$ cat config.mk
export PLATFORM = sky130hd
export DESIGN_NAME = reg_cmd_bridge_flat
export DESIGN_NICKNAME = d
export VERILOG_FILES = /design/src/rtl/reg_cmd_bridge_if.sv /design/src/rtl/reg_cmd_bridge.sv /design/src/flat_wrapper.sv
export SDC_FILE = /design/constraint.sdc
export NUM_CORES = 1
export LEC_CHECK = 0
export CORE_ASPECT_RATIO = 1.75
export CORE_MARGIN = 4
export CORE_UTILIZATION = 54
export CTS_CLUSTER_DIAMETER = 60
export DETAILED_ROUTE_END_ITERATION = 16
export PLACE_DENSITY = 0.91
export SYNTH_ARGS = -nofsm -noshare
export SYNTH_HDL_FRONTEND = slang
export SYNTH_SLANG_ARGS = --single-unit
export TNS_END_PERCENT = 10
$ cat constraint.sdc
create_clock -name clk -period 4.9 [get_ports clk]
set_input_delay 0.98 -clock clk [delete_from_list [all_inputs] [get_ports clk]]
set_output_delay 0.98 -clock clk [all_outputs]
set_load 0.05 [all_outputs]
$ cat src/rtl/reg_cmd_bridge_if.sv
// reg_cmd_bridge_if
//   Bundles the host command FIFO handshake and the register bus of
//   reg_cmd_bridge.
//   master : bridge side (pops RX bytes, pushes TX bytes, drives reg bus)
//   slave  : environment side (FIFOs and register file)
//   cmdfifo_rxf/rd/din    RX FIFO, first-word-fall-through
//   cmdfifo_txe/wr/dout   TX FIFO, txe=1 means full
//   cmdfifo_isout         read data phase in progress
//   reg_*                 register bus (address, size lookup, strobes, data)
interface reg_cmd_bridge_if #(
  parameter int ADDR_WIDTH = 6,
  parameter int LEN_BYTES  = 2
);
  localparam int LEN_W = 8 * LEN_BYTES;

  logic                  cmdfifo_rxf;
  logic                  cmdfifo_rd;
  logic [7:0]            cmdfifo_din;
  logic                  cmdfifo_txe;
  logic                  cmdfifo_wr;
  logic [7:0]            cmdfifo_dout;
  logic                  cmdfifo_isout;
  logic [ADDR_WIDTH-1:0] reg_address;
  logic [ADDR_WIDTH-1:0] reg_hypaddress;
  logic [LEN_W-1:0]      reg_hyplen;
  logic [LEN_W-1:0]      reg_size;
  logic [LEN_W-1:0]      reg_bytecnt;
  logic [7:0]            reg_datao;
  logic [7:0]            reg_datai;
  logic                  reg_read;
  logic                  reg_write;
  logic                  reg_addrvalid;

  modport master (
    input  cmdfifo_rxf, cmdfifo_din, cmdfifo_txe, reg_hyplen, reg_datai,
    output cmdfifo_rd, cmdfifo_wr, cmdfifo_dout, cmdfifo_isout,
           reg_address, reg_hypaddress, reg_size, reg_bytecnt, reg_datao,
           reg_read, reg_write, reg_addrvalid
  );

  modport slave (
    output cmdfifo_rxf, cmdfifo_din, cmdfifo_txe, reg_hyplen, reg_datai,
    input  cmdfifo_rd, cmdfifo_wr, cmdfifo_dout, cmdfifo_isout,
           reg_address, reg_hypaddress, reg_size, reg_bytecnt, reg_datao,
           reg_read, reg_write, reg_addrvalid
  );
endinterface

$ cat src/rtl/reg_cmd_bridge.sv
// reg_cmd_bridge
//   Byte-stream to register-bus bridge. Pops command bytes from the host
//   RX FIFO (header, optional extended address, length LSB first, write
//   data), drives register write/read strobes and returns read data to the
//   host TX FIFO honouring back-pressure. The length is clamped against the
//   register's declared size (reg_hyplen, 0 = unlimited); clamped write
//   bytes are consumed silently, clamped read bytes return 0x00.
// Ports:
//   clk          clock, all logic on posedge
//   reset_n      asynchronous active-low reset
//   bus          reg_cmd_bridge_if.master (FIFO handshake + register bus)
//   err_timeout  one-cycle pulse when a stalled command is aborted
// Build option:
//   REG_CMD_BRIDGE_TIMEOUT_EN  enables the inter-byte timeout; otherwise the
//   bridge waits indefinitely and err_timeout is constant 0.
module reg_cmd_bridge #(
  parameter int ADDR_WIDTH     = 6,
  parameter int LEN_BYTES      = 2,
  parameter int READ_LATENCY   = 1,
  parameter int TIMEOUT_CYCLES = 1024
) (
  input  logic                   clk,
  input  logic                   reset_n,
  reg_cmd_bridge_if.master       bus,
  output logic                   err_timeout
);
  localparam int LEN_W = 8 * LEN_BYTES;

  typedef enum logic [2:0] {
    S_IDLE,
    S_ADDR_HI,
    S_LEN,
    S_WR_DATA,
    S_RD_REQ,
    S_RD_WAIT,
    S_RD_OUT
  } state_e;

  state_e                state_q, state_d;
  logic                  is_write_q, is_write_d;
  logic [ADDR_WIDTH-1:0] addr_q, addr_d;
  logic [LEN_W-1:0]      size_q, size_d;
  logic [LEN_W-1:0]      eff_q, eff_d;
  logic [LEN_W-1:0]      idx_q, idx_d;
  logic [LEN_W-1:0]      bytecnt_q, bytecnt_d;
  logic [7:0]            datao_q, datao_d;
  logic [7:0]            rdata_q, rdata_d;
  logic [1:0]            lidx_q, lidx_d;
  logic [2:0]            wcnt_q, wcnt_d;
  logic                  write_q, write_d;
  logic                  read_q, read_d;
  logic                  addrvalid_q, addrvalid_d;
  logic                  isout_q, isout_d;

`ifdef REG_CMD_BRIDGE_TIMEOUT_EN
  localparam int TCNT_W = $clog2(TIMEOUT_CYCLES + 1);
  logic [TCNT_W-1:0]     tcnt_q, tcnt_d;
  logic                  err_q, err_d;
`endif

  logic             need_byte;
  logic             pop;
  logic             wr_go;
  logic             in_range;
  logic             last_idx;
  logic [LEN_W-1:0] full_len;
  logic [LEN_W-1:0] clamp_len;

  // Pop and push are combinational so the FWFT byte is consumed on the same
  // edge it is sampled, and a push never coincides with a full TX FIFO.
  always_comb begin
    need_byte = (state_q inside {S_IDLE, S_ADDR_HI, S_LEN, S_WR_DATA});
    pop       = reset_n & bus.cmdfifo_rxf & need_byte;
    wr_go     = (state_q == S_RD_OUT) & ~bus.cmdfifo_txe;
    in_range  = (idx_q < eff_q);
    last_idx  = (idx_q == (size_q - LEN_W'(1)));
    full_len  = size_q | (LEN_W'(bus.cmdfifo_din) << {lidx_q, 3'b000});
    clamp_len = ((bus.reg_hyplen != '0) && (full_len > bus.reg_hyplen))
                ? bus.reg_hyplen : full_len;
  end

  always_comb begin
    state_d     = state_q;
    is_write_d  = is_write_q;
    addr_d      = addr_q;
    size_d      = size_q;
    eff_d       = eff_q;
    idx_d       = idx_q;
    bytecnt_d   = bytecnt_q;
    datao_d     = datao_q;
    rdata_d     = rdata_q;
    lidx_d      = lidx_q;
    wcnt_d      = wcnt_q;
    write_d     = 1'b0;
    read_d      = 1'b0;
    addrvalid_d = addrvalid_q;
    isout_d     = isout_q;
`ifdef REG_CMD_BRIDGE_TIMEOUT_EN
    tcnt_d      = tcnt_q;
    err_d       = 1'b0;
`endif

    unique case (state_q)
      S_IDLE: begin
        // Bytes without bit7 set are consumed and dropped to regain sync.
        if (pop && bus.cmdfifo_din[7]) begin
          is_write_d = bus.cmdfifo_din[6];
          addr_d     = ADDR_WIDTH'(bus.cmdfifo_din[5:0]);
          size_d     = '0;
          lidx_d     = '0;
          if (ADDR_WIDTH > 6) begin
            state_d = S_ADDR_HI;
          end else begin
            addrvalid_d = 1'b1;
            state_d     = S_LEN;
          end
        end
      end

      S_ADDR_HI: begin
        if (pop) begin
          // Truncation drops extended-address bits beyond ADDR_WIDTH.
          addr_d      = ADDR_WIDTH'({bus.cmdfifo_din, addr_q[5:0]});
          addrvalid_d = 1'b1;
          state_d     = S_LEN;
        end
      end

      S_LEN: begin
        if (pop) begin
          size_d = full_len;
          if (lidx_q == 2'(LEN_BYTES - 1)) begin
            eff_d = clamp_len;
            idx_d = '0;
            if (full_len == '0) begin
              addrvalid_d = 1'b0;
              state_d     = S_IDLE;
            end else if (is_write_q) begin
              state_d = S_WR_DATA;
            end else begin
              isout_d = 1'b1;
              state_d = S_RD_REQ;
            end
          end else begin
            lidx_d = lidx_q + 2'd1;
          end
        end
      end

      S_WR_DATA: begin
        if (pop) begin
          if (in_range) begin
            write_d   = 1'b1;
            datao_d   = bus.cmdfifo_din;
            bytecnt_d = idx_q;
          end
          if (last_idx) begin
            addrvalid_d = 1'b0;
            state_d     = S_IDLE;
          end else begin
            idx_d = idx_q + LEN_W'(1);
          end
        end
      end

      S_RD_REQ: begin
        bytecnt_d = idx_q;
        if (in_range) begin
          read_d  = 1'b1;
          wcnt_d  = '0;
          state_d = S_RD_WAIT;
        end else begin
          rdata_d = '0;
          state_d = S_RD_OUT;
        end
      end

      S_RD_WAIT: begin
        // Sample READ_LATENCY cycles after the cycle reg_read was high.
        if (wcnt_q == 3'(READ_LATENCY)) begin
          rdata_d = bus.reg_datai;
          state_d = S_RD_OUT;
        end else begin
          wcnt_d = wcnt_q + 3'd1;
        end
      end

      S_RD_OUT: begin
        if (wr_go) begin
          if (last_idx) begin
            addrvalid_d = 1'b0;
            isout_d     = 1'b0;
            state_d     = S_IDLE;
          end else begin
            idx_d   = idx_q + LEN_W'(1);
            state_d = S_RD_REQ;
          end
        end
      end

      default: state_d = S_IDLE;
    endcase

`ifdef REG_CMD_BRIDGE_TIMEOUT_EN
    // Counts consecutive empty-RX cycles while a command is half received;
    // any pop or leaving these states restarts it.
    if ((state_q inside {S_ADDR_HI, S_LEN, S_WR_DATA}) && !bus.cmdfifo_rxf) begin
      if (tcnt_q == TCNT_W'(TIMEOUT_CYCLES - 1)) begin
        tcnt_d      = '0;
        err_d       = 1'b1;
        addrvalid_d = 1'b0;
        state_d     = S_IDLE;
      end else begin
        tcnt_d = tcnt_q + TCNT_W'(1);
      end
    end else begin
      tcnt_d = '0;
    end
`endif
  end

  always_ff @(posedge clk or negedge reset_n) begin
    if (!reset_n) begin
      state_q     <= S_IDLE;
      is_write_q  <= 1'b0;
      addr_q      <= '0;
      size_q      <= '0;
      eff_q       <= '0;
      idx_q       <= '0;
      bytecnt_q   <= '0;
      datao_q     <= '0;
      rdata_q     <= '0;
      lidx_q      <= '0;
      wcnt_q      <= '0;
      write_q     <= 1'b0;
      read_q      <= 1'b0;
      addrvalid_q <= 1'b0;
      isout_q     <= 1'b0;
`ifdef REG_CMD_BRIDGE_TIMEOUT_EN
      tcnt_q      <= '0;
      err_q       <= 1'b0;
`endif
    end else begin
      state_q     <= state_d;
      is_write_q  <= is_write_d;
      addr_q      <= addr_d;
      size_q      <= size_d;
      eff_q       <= eff_d;
      idx_q       <= idx_d;
      bytecnt_q   <= bytecnt_d;
      datao_q     <= datao_d;
      rdata_q     <= rdata_d;
      lidx_q      <= lidx_d;
      wcnt_q      <= wcnt_d;
      write_q     <= write_d;
      read_q      <= read_d;
      addrvalid_q <= addrvalid_d;
      isout_q     <= isout_d;
`ifdef REG_CMD_BRIDGE_TIMEOUT_EN
      tcnt_q      <= tcnt_d;
      err_q       <= err_d;
`endif
    end
  end

  assign bus.cmdfifo_rd     = pop;
  assign bus.cmdfifo_wr     = wr_go;
  assign bus.cmdfifo_dout   = rdata_q;
  assign bus.cmdfifo_isout  = isout_q;
  assign bus.reg_address    = addr_q;
  assign bus.reg_hypaddress = addr_q;
  assign bus.reg_size       = size_q;
  assign bus.reg_bytecnt    = bytecnt_q;
  assign bus.reg_datao      = datao_q;
  assign bus.reg_read       = read_q;
  assign bus.reg_write      = write_q;
  assign bus.reg_addrvalid  = addrvalid_q;

`ifdef REG_CMD_BRIDGE_TIMEOUT_EN
  assign err_timeout = err_q;
`else
  assign err_timeout = 1'b0;
`endif

endmodule

$ cat src/flat_wrapper.sv
// flat-port wrapper written by rule: the top's interface ports become plain ports
module reg_cmd_bridge_flat 
#(
  parameter int ADDR_WIDTH     = 6,
  parameter int LEN_BYTES      = 2,
  parameter int READ_LATENCY   = 1,
  parameter int TIMEOUT_CYCLES = 1024
)
  (clk, reset_n, err_timeout, bus_cmdfifo_rxf, bus_cmdfifo_din, bus_cmdfifo_txe, bus_reg_hyplen, bus_reg_datai, bus_cmdfifo_rd, bus_cmdfifo_wr, bus_cmdfifo_dout, bus_cmdfifo_isout, bus_reg_address, bus_reg_hypaddress, bus_reg_size, bus_reg_bytecnt, bus_reg_datao, bus_reg_read, bus_reg_write, bus_reg_addrvalid);
  reg_cmd_bridge_if #(.ADDR_WIDTH(ADDR_WIDTH), .LEN_BYTES(LEN_BYTES)) bus_i ();
  input  logic clk;
  input  logic reset_n;
  output logic err_timeout;
  input wire logic [$bits(bus_i.cmdfifo_rxf)-1:0] bus_cmdfifo_rxf;
  input wire logic [$bits(bus_i.cmdfifo_din)-1:0] bus_cmdfifo_din;
  input wire logic [$bits(bus_i.cmdfifo_txe)-1:0] bus_cmdfifo_txe;
  input wire logic [$bits(bus_i.reg_hyplen)-1:0] bus_reg_hyplen;
  input wire logic [$bits(bus_i.reg_datai)-1:0] bus_reg_datai;
  output wire logic [$bits(bus_i.cmdfifo_rd)-1:0] bus_cmdfifo_rd;
  output wire logic [$bits(bus_i.cmdfifo_wr)-1:0] bus_cmdfifo_wr;
  output wire logic [$bits(bus_i.cmdfifo_dout)-1:0] bus_cmdfifo_dout;
  output wire logic [$bits(bus_i.cmdfifo_isout)-1:0] bus_cmdfifo_isout;
  output wire logic [$bits(bus_i.reg_address)-1:0] bus_reg_address;
  output wire logic [$bits(bus_i.reg_hypaddress)-1:0] bus_reg_hypaddress;
  output wire logic [$bits(bus_i.reg_size)-1:0] bus_reg_size;
  output wire logic [$bits(bus_i.reg_bytecnt)-1:0] bus_reg_bytecnt;
  output wire logic [$bits(bus_i.reg_datao)-1:0] bus_reg_datao;
  output wire logic [$bits(bus_i.reg_read)-1:0] bus_reg_read;
  output wire logic [$bits(bus_i.reg_write)-1:0] bus_reg_write;
  output wire logic [$bits(bus_i.reg_addrvalid)-1:0] bus_reg_addrvalid;
  assign bus_i.cmdfifo_rxf = bus_cmdfifo_rxf;
  assign bus_i.cmdfifo_din = bus_cmdfifo_din;
  assign bus_i.cmdfifo_txe = bus_cmdfifo_txe;
  assign bus_i.reg_hyplen = bus_reg_hyplen;
  assign bus_i.reg_datai = bus_reg_datai;
  assign bus_cmdfifo_rd = bus_i.cmdfifo_rd;
  assign bus_cmdfifo_wr = bus_i.cmdfifo_wr;
  assign bus_cmdfifo_dout = bus_i.cmdfifo_dout;
  assign bus_cmdfifo_isout = bus_i.cmdfifo_isout;
  assign bus_reg_address = bus_i.reg_address;
  assign bus_reg_hypaddress = bus_i.reg_hypaddress;
  assign bus_reg_size = bus_i.reg_size;
  assign bus_reg_bytecnt = bus_i.reg_bytecnt;
  assign bus_reg_datao = bus_i.reg_datao;
  assign bus_reg_read = bus_i.reg_read;
  assign bus_reg_write = bus_i.reg_write;
  assign bus_reg_addrvalid = bus_i.reg_addrvalid;
  reg_cmd_bridge #(.ADDR_WIDTH(ADDR_WIDTH), .LEN_BYTES(LEN_BYTES), .READ_LATENCY(READ_LATENCY), .TIMEOUT_CYCLES(TIMEOUT_CYCLES)) u_core (.clk(clk), .reset_n(reset_n), .bus(bus_i), .err_timeout(err_timeout));
endmodule
==> summary.txt <==
Design Area, Final - 7450 sq um
Pwr dens - 699 nW/um^2
Max-Cap Viols - 0
Clk Latency, worst-skew pair - 350 ps
Most frequent cells in the layout - clkdlybuf4s50_1, dfrtp_1, nand2_1
Status - complete, no violations
Final core utilization - 0.671
Psw - 0.00252 W
Initial DRT Pass Iterations - 5
Worst Path Arrival - 2840 ps
VDD IR max - 482 uV
Share of post-route cells with drive strength above 1 - 0.0854
Switching part of the total power - 0.484
Post-Syn Nets - 723
Post-CTS Resized - 0
Dpl ws - 1070 ps
CP max stage cell - clkdlybuf4s50_1
Setup tns final - 0 ps
Iteration-0 DRC count of the detailed router - 346
Worst Setup Path Type - primary input to primary output
Die Area - 13200 sq um
Port bufs - 101
Crit path largest cell delay - 880 ps
Final Wtd Congestion - 0.983
Die W - 88.4 um
CTS tree - done
Clock transition at path regs - 60 ps
Commonest register cell after synthesis - dfrtp_1
#FFs+latches synth - 99
Setup violations, final - 0
Worst Slack Setup Final - 1080 ps
Clk pwr share - 0.132
NumNets Final - 805
Fin crit share - 0.779
Worst slew margin - 0.226
Die Height - 149 um
Number of antenna-violating nets in the routed design - 0
Hold buffer count at cts - 0
Req. time, crit path - 3920 ps
CP startpoint kind - primary input
Post-synth top area share - 0.405
Final Critical Period - 3820 ps
Total Wirelength - 17.6 mm
Slew @ Worst Pin - 1160 ps
Ys async rst share - 1.00
Pin count of the biggest net entering global routing - 62
Flop2flop setup slack - 1210 ps
Unique cell type count in the Yosys netlist - 64
Mapped cell area - 6110 sq um
Core Region - 11100 sq um
Wire per inst - 20.3 um
FMAX - 262 MHz
Gr ovfl total - 0
Clock Sinks - 99
Avg Inst Size Synth - 9.39 sq um
Fin cells - 870
Most common library cell in the layout ignoring fill and taps - clkdlybuf4s50_1
Global-route usage over all layers - 0.281
Total leakage power - 3.53 nW
Internal - 0.00269 W
CTS max path bufs - 2
Cell Rows - 51
Area Overhead vs Synth - 21.8%
Root buffer cell - clkbuf_16
Drt drc - 0
Htree depth - 3
Post-synth top area cell - dfrtp_1
Cell Chain, Critical Path - buf_4, nand2_1, nor2_1, clkdlybuf4s50_1
Sequential fraction of the synthesis area - 0.405
Vias in the first global route - 5808
Vias - 5508
Placed Area - 7160 sq um
Synth Warn # - 0
Initial core utilization - 0.551
Clk_skew - 6.58 ps
EDFF count, synth - 0
Placed Cells incl. Taps - 854
Sequential share of power - 0.272
Synth Instances - 651
Final hold vios - 0
CP Capture Type - primary output
Post-DP HPWL - 13.6 mm
Worst hold-check path type - flip-flop to flip-flop
CTS buffer count - 9
RSZ-0062 raised after global routing - false
Ports - 103
Synth area leaders - dfrtp_1, ha_1, mux2_2, nand2_1, inv_1
First-pass GRT wire length - 28.5 mm
Crit path max fanout - 41
Slew Limit Fails - 0
Via density - 6.33
Antenna Cells - 0
Setup Buffers After CTS - 0
Initial antenna violation count - 0
Combinational share of power - 0.596
-- per-layer routing --
| layer | wire length (um) | share of wire | GRT usage |
|---|---|---|---|
| met1 | 6040 | 0.34 | 0.295 |
| met2 | 9410 | 0.53 | 0.496 |
| met3 | 1010 | 0.057 | 0.0475 |
| met4 | 1170 | 0.066 | 0.186 |
| met5 | 0 | 0 | 0 |
-- worst max-delay path: cells and delay by family --
kind | cells | cell delay, ps
buffers and inverters | 2 | 1290
and+or+nand+nor | 2 | 560
-- synthesized netlist by cell type (11+ instances only) --
| cell type | instances |
|---|---|
| clkbuf_1 | 25 |
| o21ai_0 | 35 |
| inv_1 | 56 |
| ha_1 | 36 |
| dfrtp_1 | 99 |
| nand2b_1 | 11 |
| nor2_1 | 28 |
| o22ai_1 | 16 |
| o31ai_1 | 16 |
| a21oi_1 | 31 |
| and2_1 | 15 |
| mux2_2 | 31 |
| xnor2_1 | 12 |
| nand3_1 | 16 |
| nand2_1 | 57 |
| a21o_1 | 13 |
| nor2b_1 | 11 |
-- stage by stage --
step | hold slack (ps) | total power [W]
global placement | 475 | 0.00434
global route | 513 | 0.00553
finish | 499 | 0.00520
detailed placement | 481 | 0.00448
floorplan | 451 | 0.00364
CTS | 500 | 0.00519
-- cell families after synthesis --
group | after synthesis | share of synthesized area
buffers and inverters | 91 | 0.0628
other | 1 | 0.000613
multiplexers | 41 | 0.0737
AND/OR/NAND/NOR | 189 | 0.157
flip-flops | 99 | 0.405
adder cells (fa/ha/maj) | 36 | 0.0737
AO/OA/AOI/OAI | 173 | 0.197
XOR/XNOR | 21 | 0.0301
-- state kept, by name (all words and copies together) (netlist names) --
register	cells
u_core.bus.reg_datao	8
u_core.bus.reg_address	6
u_core.idx_q	16
u_core.bus.reg_read	1
u_core.bus.cmdfifo_dout	8
u_core.eff_q	16
u_core.lidx_q	2
u_core.bus.reg_write	1
u_core.bus.cmdfifo_isout	1
u_core.wcnt_q	3
u_core.bus.reg_bytecnt	16
u_core.bus.reg_addrvalid	1
u_core.bus.reg_size	16
u_core.state_q	3
u_core.is_write_q	1
-- power groups by stage --
stage	clock network [W]	logic, W	registers, W
2_1_floorplan	0	0.00187	0.00177
3_3_place_gp	0	0.00295	0.00139
3_5_place_dp	0	0.00307	0.00141
4_1_cts	0.000694	0.00310	0.00140
5_1_grt	0.000730	0.00335	0.00144
6_report	0.000688	0.00310	0.00141
-- layout make-up --
type | instances | area (sq um)
tap | 132 | 165
inverter | 56 | 210
multi-input combinational | 461 | 3260
fill | 871 | 3660
sequential | 99 | 2480
timing repair buffer | 106 | 1050
clock inverter | 4 | 31.3
clock buffer | 12 | 256
-- final timing paths --
check | start | end | cells after the start
worst max-delay path | reset_n | bus_cmdfifo_rd | 4
worst min-delay path | u_core.eff_q[0]$_DFFE_PN0P_ | u_core.eff_q[0]$_DFFE_PN0P_ | 2
worst max register to register | u_core.bus.reg_size[0]$_DFFE_PN0P_ | u_core.idx_q[3]$_DFFE_PN0P_ | 10
worst min register to register | u_core.eff_q[0]$_DFFE_PN0P_ | u_core.eff_q[0]$_DFFE_PN0P_ | 2
max in group asynchronous | reset_n | u_core.eff_q[4]$_DFFE_PN0P_ | 2
min in group asynchronous | reset_n | u_core.bus.cmdfifo_dout[2]$_DFFE_PN0P_ | 1
(Power assumes the default switching activity.)
